--- config.mk ---
export PLATFORM = sky130hd
export DESIGN_NAME = shift_left_seq
export DESIGN_NICKNAME = d
export VERILOG_FILES = /design/src/rtl/shift_left_seq.sv
export SDC_FILE = /design/constraint.sdc
export NUM_CORES = 1
export LEC_CHECK = 0
export BUFFER_PORTS_ARGS = -buffer_cell sky130_fd_sc_hd__buf_2
export CAP_MARGIN = 5
export CORE_ASPECT_RATIO = 1.25
export CORE_MARGIN = 2
export CORE_UTILIZATION = 50
export DETAILED_ROUTE_END_ITERATION = 12
export PLACE_DENSITY = 0.78
export SYNTH_ARGS = -nofsm -noshare
export SYNTH_HDL_FRONTEND = slang
export SYNTH_SLANG_ARGS = --single-unit
--- constraint.sdc ---
create_clock -name clk -period 4.7 [get_ports clk]
set_input_delay 0.47 -clock clk [delete_from_list [all_inputs] [get_ports clk]]
set_output_delay 0.47 -clock clk [all_outputs]
set_load 0.05 [all_outputs]
--- src/rtl/shift_left_seq.sv ---
// Iterative left shifter: moves rs1 left by imm, at most STEP bits per cycle, over valid/ready handshakes.
// Optional SHL_ROTATE_EN adds a rot input that turns each step into a rotate-left.
module shift_left_seq #(
  parameter int XLEN = 32,
  parameter int SHW  = $clog2(XLEN),
  parameter int STEP = 1
) (
  input  logic            clk,
  input  logic            rst,
  input  logic            in_valid,
  output logic            in_ready,
  input  logic [XLEN-1:0] rs1,
  input  logic [SHW-1:0]  imm,
`ifdef SHL_ROTATE_EN
  input  logic            rot,
`endif
  output logic            out_valid,
  input  logic            out_ready,
  output logic [XLEN-1:0] rd_left,
  output logic            busy
);

  typedef enum logic [1:0] {IDLE, SHIFT, DONE} state_t;

  localparam logic [SHW-1:0] STEP_W = SHW'(STEP);

  state_t          state, state_n;
  logic [XLEN-1:0] acc;
  logic [SHW-1:0]  cnt;
  logic [SHW-1:0]  s;
  logic [SHW-1:0]  cnt_rem;
  logic [XLEN-1:0] acc_step;

  // Never shift by more than what is left, so the final step may be short.
  assign s       = (cnt < STEP_W) ? cnt : STEP_W;
  assign cnt_rem = cnt - s;

`ifdef SHL_ROTATE_EN
  logic            rot_q;
  logic [SHW:0]    rs_amt;
  assign rs_amt   = (SHW+1)'(XLEN) - {1'b0, s};
  assign acc_step = rot_q ? ((acc << s) | (acc >> rs_amt)) : (acc << s);
`else
  assign acc_step = acc << s;
`endif

  always_ff @(posedge clk) begin
    if (rst) state <= IDLE;
    else     state <= state_n;
  end

  always_comb begin
    state_n = state;
    case (state)
      IDLE:    if (in_valid) state_n = (imm == '0) ? DONE : SHIFT;
      SHIFT:   if (cnt_rem == '0) state_n = DONE;
      DONE:    if (out_ready) state_n = IDLE;
      default: state_n = IDLE;
    endcase
  end

  always_comb begin
    in_ready  = (state == IDLE);
    out_valid = (state == DONE);
    busy      = (state != IDLE);
    rd_left   = acc;
  end

  always_ff @(posedge clk) begin
    if (rst) begin
      acc <= '0;
      cnt <= '0;
`ifdef SHL_ROTATE_EN
      rot_q <= 1'b0;
`endif
    end else begin
      case (state)
        IDLE: if (in_valid) begin
          acc <= rs1;
          cnt <= imm;
`ifdef SHL_ROTATE_EN
          rot_q <= rot;
`endif
        end
        SHIFT: begin
          acc <= acc_step;
          cnt <= cnt_rem;
        end
        default: ;
      endcase
    end
  end

endmodule
==> results of run 1 <==
-- area by class of cell --
class                      instances  area (um^2)
inverter                          38          143
tap                               62         77.6
multi-input combinational        211         1480
timing repair buffer              79          405
sequential                        39          783
fill                             493         2070
clock inverter                     1         5.00
clock buffer                       7         76.3
-- state kept, by name (all words and copies together), names as in the netlist --
register and count:
cnt 5, rd_left 32, state 2
-- worst register-to-register path, cell delays in order, from the launching register on --
cell and delay (ns):
dfxtp_1 0.37, or3_4 0.42, nor3_4 0.60, buf_4 0.56
nor3_1 0.14, a311oi_1 0.24
-- power by group --
group          internal (mW)  leakage [nW]  total (mW)  switching (mW)
Combinational          0.205         0.835       0.684           0.479
Clock                  0.104        0.0422       0.226           0.121
Sequential             0.399         0.325       0.482          0.0826
-- metal layers --
layer | global-route usage (%) | vias to the layer above | wire length [um]
met5 | 0 | - | 0
met3 | 4.56 | 10 | 336
met4 | 8.00 | 0 | 119
met1 | 31.8 | 1271 | 2890
li1 | - | 1327 | -
met2 | 37.4 | 72 | 3180
-- worst max-delay path by stage --
| stage | from | end | slack, ns | cells after the start |
|---|---|---|---|---|
| floorplan | state[1]$_SDFFE_PP0P_ | busy | 2.55 | 3 |
| global placement | in_valid | rd_left[17]$_SDFFE_PP0P_ | 2.10 | 6 |
| detailed placement | in_valid | rd_left[17]$_SDFFE_PP0P_ | 2.05 | 6 |
| CTS | cnt[1]$_SDFFE_PP0P_ | rd_left[30]$_SDFFE_PP0P_ | 2.29 | 5 |
| global route | cnt[2]$_SDFFE_PP0P_ | rd_left[4]$_SDFFE_PP0P_ | 2.11 | 5 |
| finish | cnt[1]$_SDFFE_PP0P_ | rd_left[30]$_SDFFE_PP0P_ | 2.27 | 5 |
-- cell families after synthesis --
family                     Yosys count  synth area share, %
AOI/OAI and AO/OA                  147                 43.0
adders and majority gates            1                0.484
buffers and inverters               75                 12.4
and+or+nand+nor                     63                 13.9
DFF                                 39                 30.2
-- placed cells by master, fill, tap and decap left out, types with 2 or more instances in the layout --
cell,instances
dfxtp_2,2
dfxtp_1,37
clkbuf_1,2
nor3b_1,2
buf_4,4
o22a_1,33
nand2_1,3
clkbuf_8,5
nor2_1,12
inv_1,38
nand3_1,7
a311oi_2,13
nand3b_1,13
o21ai_0,21
o221a_2,2
nor3_1,19
a21oi_1,37
buf_2,75
a311oi_1,3
o221ai_1,15
a31oi_1,16
-- stage by stage --
| stage | utilization, % | cell area (um^2) | total power [mW] | std cells | hold WS [ns] |
|---|---|---|---|---|---|
| finish | 59.0 | 2970 | 1.39 | 437 | 0.508 |
| global route | 59.0 | 2970 | 1.48 | 437 | 0.513 |
| CTS | 59.0 | 2970 | 1.40 | 437 | 0.504 |
| detailed placement | 57.4 | 2890 | 1.17 | 429 | 0.507 |
| global placement | 57.4 | 2890 | 1.16 | 429 | 0.497 |
| floorplan | - | 2590 | 1.05 | 325 | 0.540 |
==> flow_metrics.env, run 1 <==
export IMPL_die_h_um=84.4
export IMPL_pre_cts_ws_ns=2.05
export IMPL_synth_area_leaders="dfxtp_1 30%, o22a_1 11%, a311oi_2 7.5%"
export IMPL_max_freq_mhz=412
export IMPL_arrival_ns=2.63
export IMPL_p_per_area_nw_per_um2=468
export IMPL_regToRegEndpoint="rd_left[30]$_SDFFE_PP0P_"
export IMPL_antenna_found_initial=0
export IMPL_mappedNetlistNets=367
export IMPL_detail_route_wl_per_cell_um=14.9
export IMPL_setup_viol=0
export IMPL_antenna_cells=0
export IMPL_rsz0062_at_grt="false"
export IMPL_end_kind="flip-flop"
export IMPL_critPathMaxStageDelay_ns=0.60
export IMPL_r2r_setup_slack_ns=2.27
export IMPL_synth_cells=325
export IMPL_synth_seq_cells=39
export IMPL_hpwl_um=4180
export IMPL_drt_pass1_iterations=5
export IMPL_num_nets_final=416
export IMPL_path_max_fanout=43
export IMPL_drtIter0Drc=186
export IMPL_drc=0
export IMPL_min_from="out_ready"
export IMPL_core_area_um2=5040
export IMPL_syn_avg_cell_area_um2=7.96
export IMPL_postRouteAntennaNets=0
export IMPL_tightestPinTransition_ns=0.772
export IMPL_core_rowCount=29
export IMPL_worstPathRequired_ns=4.90
export IMPL_cap_violations=0
export IMPL_grt_overflow=0
export IMPL_cts_tree="built"
export IMPL_grt_max_degree=57
export IMPL_timing_slew_headroom_pct=48.3
export IMPL_postCtsSetupBuffers=0
export IMPL_worst_hold_path_endpoint="state[1]$_SDFFE_PP0P_"
export IMPL_clockBufferDepth=2
export IMPL_layout_drive_gt1_share_pct=27.7
export IMPL_area_growth_pct=15.0
export IMPL_clk_pin_slew_ns=0.08
export IMPL_worstReg2RegStart="cnt[1]$_SDFFE_PP0P_"
export IMPL_status="completed"
export IMPL_ys_flop_type="dfxtp_1"
export IMPL_htreeDepth=2
export IMPL_clock_latency_ns=0.30
export IMPL_min_period_ns=2.43
export IMPL_skew_ns=0.00705
export IMPL_crit_buf_inv=1
export IMPL_grt_pass1_vias=2410
export IMPL_finalHoldViolCount=0
export IMPL_die_width_um=68.3
export IMPL_synth_most_common_cell="dfxtp_1"
export IMPL_routed_via_density=6.13
export IMPL_vdd_drop_max_mv=0.217
export IMPL_cp_top_family="simple AND/OR/NAND/NOR gates"
export IMPL_timing_final_crit_share_pct=51.7
export IMPL_synth_cell_types=36
export IMPL_grt_use_total_pct=23.7
export IMPL_seq_area_frac_synth_pct=30.2
export IMPL_drt_total_wl_um=6530
export IMPL_synth_async_reset_ratio_pct=0
export IMPL_place_gp_congestion=0.841
export IMPL_pin_count=76
export IMPL_cts_buffers=5
export IMPL_p_leak_nw=1.20
export IMPL_grt_pass1_wl_um=10800
export IMPL_cp_start_kind="flip-flop"
export IMPL_critical_path_cell_chain="or3_4 > nor3_4 > buf_4 > nor3_1 > a311oi_1"
export IMPL_io_buffers=75
export IMPL_yosys_area_top_type="dfxtp_1"
export IMPL_fp_dieArea_um2=5770
export IMPL_r2r_cells=5
export IMPL_yosysWarnings=0
export IMPL_finalSetupTns_ns=0
export IMPL_post_cts_resized=0
export IMPL_timing_final_ws_setup_ns=2.27
export IMPL_critPathKind="flip-flop to flip-flop"
export IMPL_synth_edf_count=0
export IMPL_drv_slew=0
export IMPL_start_util_pct=51.3
export IMPL_route_vias_total=2680
export IMPL_cts_sinks=39
export IMPL_hold_depth=3
export IMPL_yosysTopAreaCellShare_pct=30.2
export IMPL_clock_root_buffer="clkbuf_8"
export IMPL_syn_area_um2=2590
export IMPL_yosys_top_cells_count="39 x dfxtp_1, 38 x inv_1, 37 x a21oi_1, 33 x o22a_1, 25 x clkbuf_1"
export IMPL_postCtsHoldBufs=0
export IMPL_hold_class="primary input to flip-flop"
export IMPL_cp_slowest_cell="nor3_4"
(Power assumes the default switching activity.)
==> run 2: changes to the inputs <==
- clock period: 4.7 -> 2.5 ns (I/O delays scaled with it)
==> run 2 against run 1 <==
  * Final area up 2.9%
  * Setup slack worse by 1.8 ns
  * Clock-buffer cell count down 1
  * Critical path depth up 2
  * Via count up 1.1%
  * Sequential cell count unchanged
  * Total power up 110%
  * Worst hold slack worse by 0.23 ns
  * Non-clock buffer count up 3
  * Register-to-register slack worse by 1.8 ns
  * First-iteration DRC count down 27%
  * Combinational power up 93%
  * Critical path type unchanged
  * Highest routed layer unchanged
==> flow_metrics.env, run 2 (same netlist as run 1, synthesis figures left out) <==
export IMPL_multiInputGateArea_um2=1480
export IMPL_start_util_pct=51.3
export IMPL_postCtsHoldBufs=0
export IMPL_clk_pin_slew_ns=0.08
export IMPL_drtIter0Drc=136
export IMPL_intPower_mw=1.55
export IMPL_post_cts_resized=0
export IMPL_postCtsSetupBuffers=0
export IMPL_critPathKind="flip-flop to flip-flop"
export IMPL_grt_max_degree=68
export IMPL_drc=0
export IMPL_clock_root_buffer="clkbuf_8"
export IMPL_grt_overflow=0
export IMPL_rsz0062_at_grt="false"
export IMPL_grt_pass1_wl_um=11200
export IMPL_cts_buffers=5
export IMPL_status="completed"
export IMPL_cts_tree="built"
export IMPL_layout_drive_gt1_share_pct=28.6
export IMPL_core_area_um2=5040
export IMPL_cp_start_kind="flip-flop"
export IMPL_power_frac_comb_pct=46.3
export IMPL_tightestPinTransition_ns=0.749
export IMPL_p_per_area_nw_per_um2=935
export IMPL_cap_violations=0
export IMPL_drt_total_wl_um=6770
export IMPL_hold_class="primary input to flip-flop"
export IMPL_grt_pass1_vias=2570
export IMPL_largest_reg_flops=32
export IMPL_critPathMaxStageDelay_ns=0.42
export IMPL_layout_commonest_cell="buf_2"
export IMPL_timing_slew_headroom_pct=50.1
export IMPL_setup_viol=0
export IMPL_cts_sinks=39
export IMPL_path_max_fanout=7
export IMPL_die_width_um=68.3
export IMPL_r2r_cells=7
export IMPL_place_gp_congestion=0.823
export IMPL_p_seq_share_pct=31.4
export IMPL_antenna_found_initial=0
export IMPL_ff_latch_area_um2=783
export IMPL_area_growth_pct=18.3
export IMPL_max_freq_mhz=484
export IMPL_finalHoldViolCount=0
export IMPL_drv_slew=0
export IMPL_arrival_ns=2.25
export IMPL_hpwl_um=4290
export IMPL_route_vias_total=2710
export IMPL_pin_count=76
export IMPL_finalSetupTns_ns=0
export IMPL_detail_route_wl_per_cell_um=15.4
export IMPL_grt_use_total_pct=24.4
export IMPL_fp_dieArea_um2=5770
export IMPL_postRouteAntennaNets=0
export IMPL_p_leak_nw=1.24
export IMPL_worstPathRequired_ns=2.68
export IMPL_layout_common_cells="75 x buf_2, 38 x inv_1, 37 x a21oi_1, 37 x dfxtp_1, 33 x o22a_1"
export IMPL_cp_slowest_cell="or3_4"
export IMPL_clockBufferDepth=2
export IMPL_timing_final_crit_share_pct=82.7
export IMPL_die_h_um=84.4
export IMPL_p_total_mw=2.86
export IMPL_end_kind="flip-flop"
export IMPL_core_rowCount=29
export IMPL_routed_via_density=6.16
export IMPL_vdd_drop_max_mv=0.510
export IMPL_critical_path_cell_chain="or3_4 > o21ai_0 > ha_1 > nor4_1 > nand3_1 > o21ai_0 > a2111oi_0"
export IMPL_swShare_pct=45.7
export IMPL_clock_latency_ns=0.30
export IMPL_htreeDepth=2
export IMPL_p_sw_mw=1.31
export IMPL_drt_pass1_iterations=7
export IMPL_min_period_ns=2.07
export IMPL_io_buffers=75
export IMPL_hold_depth=3
export IMPL_final_util_pct=60.7
export IMPL_nFillCells=463
export IMPL_antenna_cells=0
export IMPL_cp_common_cell="o21ai_0"
export IMPL_skew_ns=0.00570
export IMPL_num_nets_final=419
export IMPL_clkPwrFrac_pct=22.4
-- run 2: changes by cell type in the layout (fill, tap and decap cells not counted) --
cell,change
bufinv_16,+2
buf_12,+1
clkbuf_1,-1
clkinv_2,-1
buf_4,+2
-- run 2: final cells by class --
class | instances | area share [%]
inverter | 38 | 4.66
clock inverter | 2 | 1.96
tap | 62 | 2.53
timing repair buffer | 82 | 14.4
clock buffer | 6 | 2.37
multi-input combinational | 211 | 48.5
sequential | 39 | 25.6
-- run 2: critical path, delay by kind of cell, from the launching register on --
| family | cells | cell delay (ns) |
|---|---|---|
| compound gates | 3 | 0.72 |
| simple gates | 3 | 0.59 |
| flops | 1 | 0.38 |
| fa+ha+maj | 1 | 0.26 |
-- run 2: final timing paths --
| path | startpoint | to | slack, ns |
|---|---|---|---|
| setup / recovery | cnt[1]$_SDFFE_PP0P_ | cnt[4]$_SDFFE_PP0P_ | 0.43 |
| hold / removal | out_ready | state[1]$_SDFFE_PP0P_ | 0.28 |
| setup reg to reg | cnt[1]$_SDFFE_PP0P_ | cnt[4]$_SDFFE_PP0P_ | 0.43 |
| hold reg to reg | rd_left[31]$_SDFFE_PP0P_ | rd_left[31]$_SDFFE_PP0P_ | 0.51 |
-- run 2: per-layer routing --
layer / GRT usage [%] / wire length, um / vias up
met5: 0 / 0 / -
met3: 4.83 / 377 / 14
met1: 29.6 / 2930 / 1276
met4: 9.45 / 140 / 0
li1: - / - / 1330
met2: 41.3 / 3330 / 90
-- run 2: stage by stage --
stage | setup slack, ns | cells | instance area (um^2) | hold WS [ns]
after floorplan | 0.575 | 325 | 2590 | 0.459
after global placement | 0.602 | 432 | 2930 | 0.494
after detailed placement | 0.523 | 432 | 2930 | 0.497
after CTS | 0.451 | 440 | 3060 | 0.278
after global routing | 0.235 | 440 | 3060 | 0.291
final | 0.433 | 440 | 3060 | 0.279
-- run 2: power groups by stage --
stage	Combinational [mW]	Clock [mW]	Sequential (mW)
2_1_floorplan	0.754	0	1.22
3_3_place_gp	1.29	0	0.903
3_5_place_dp	1.32	0	0.909
4_1_cts	1.33	0.645	0.897
5_1_grt	1.43	0.672	0.919
6_report	1.32	0.640	0.898
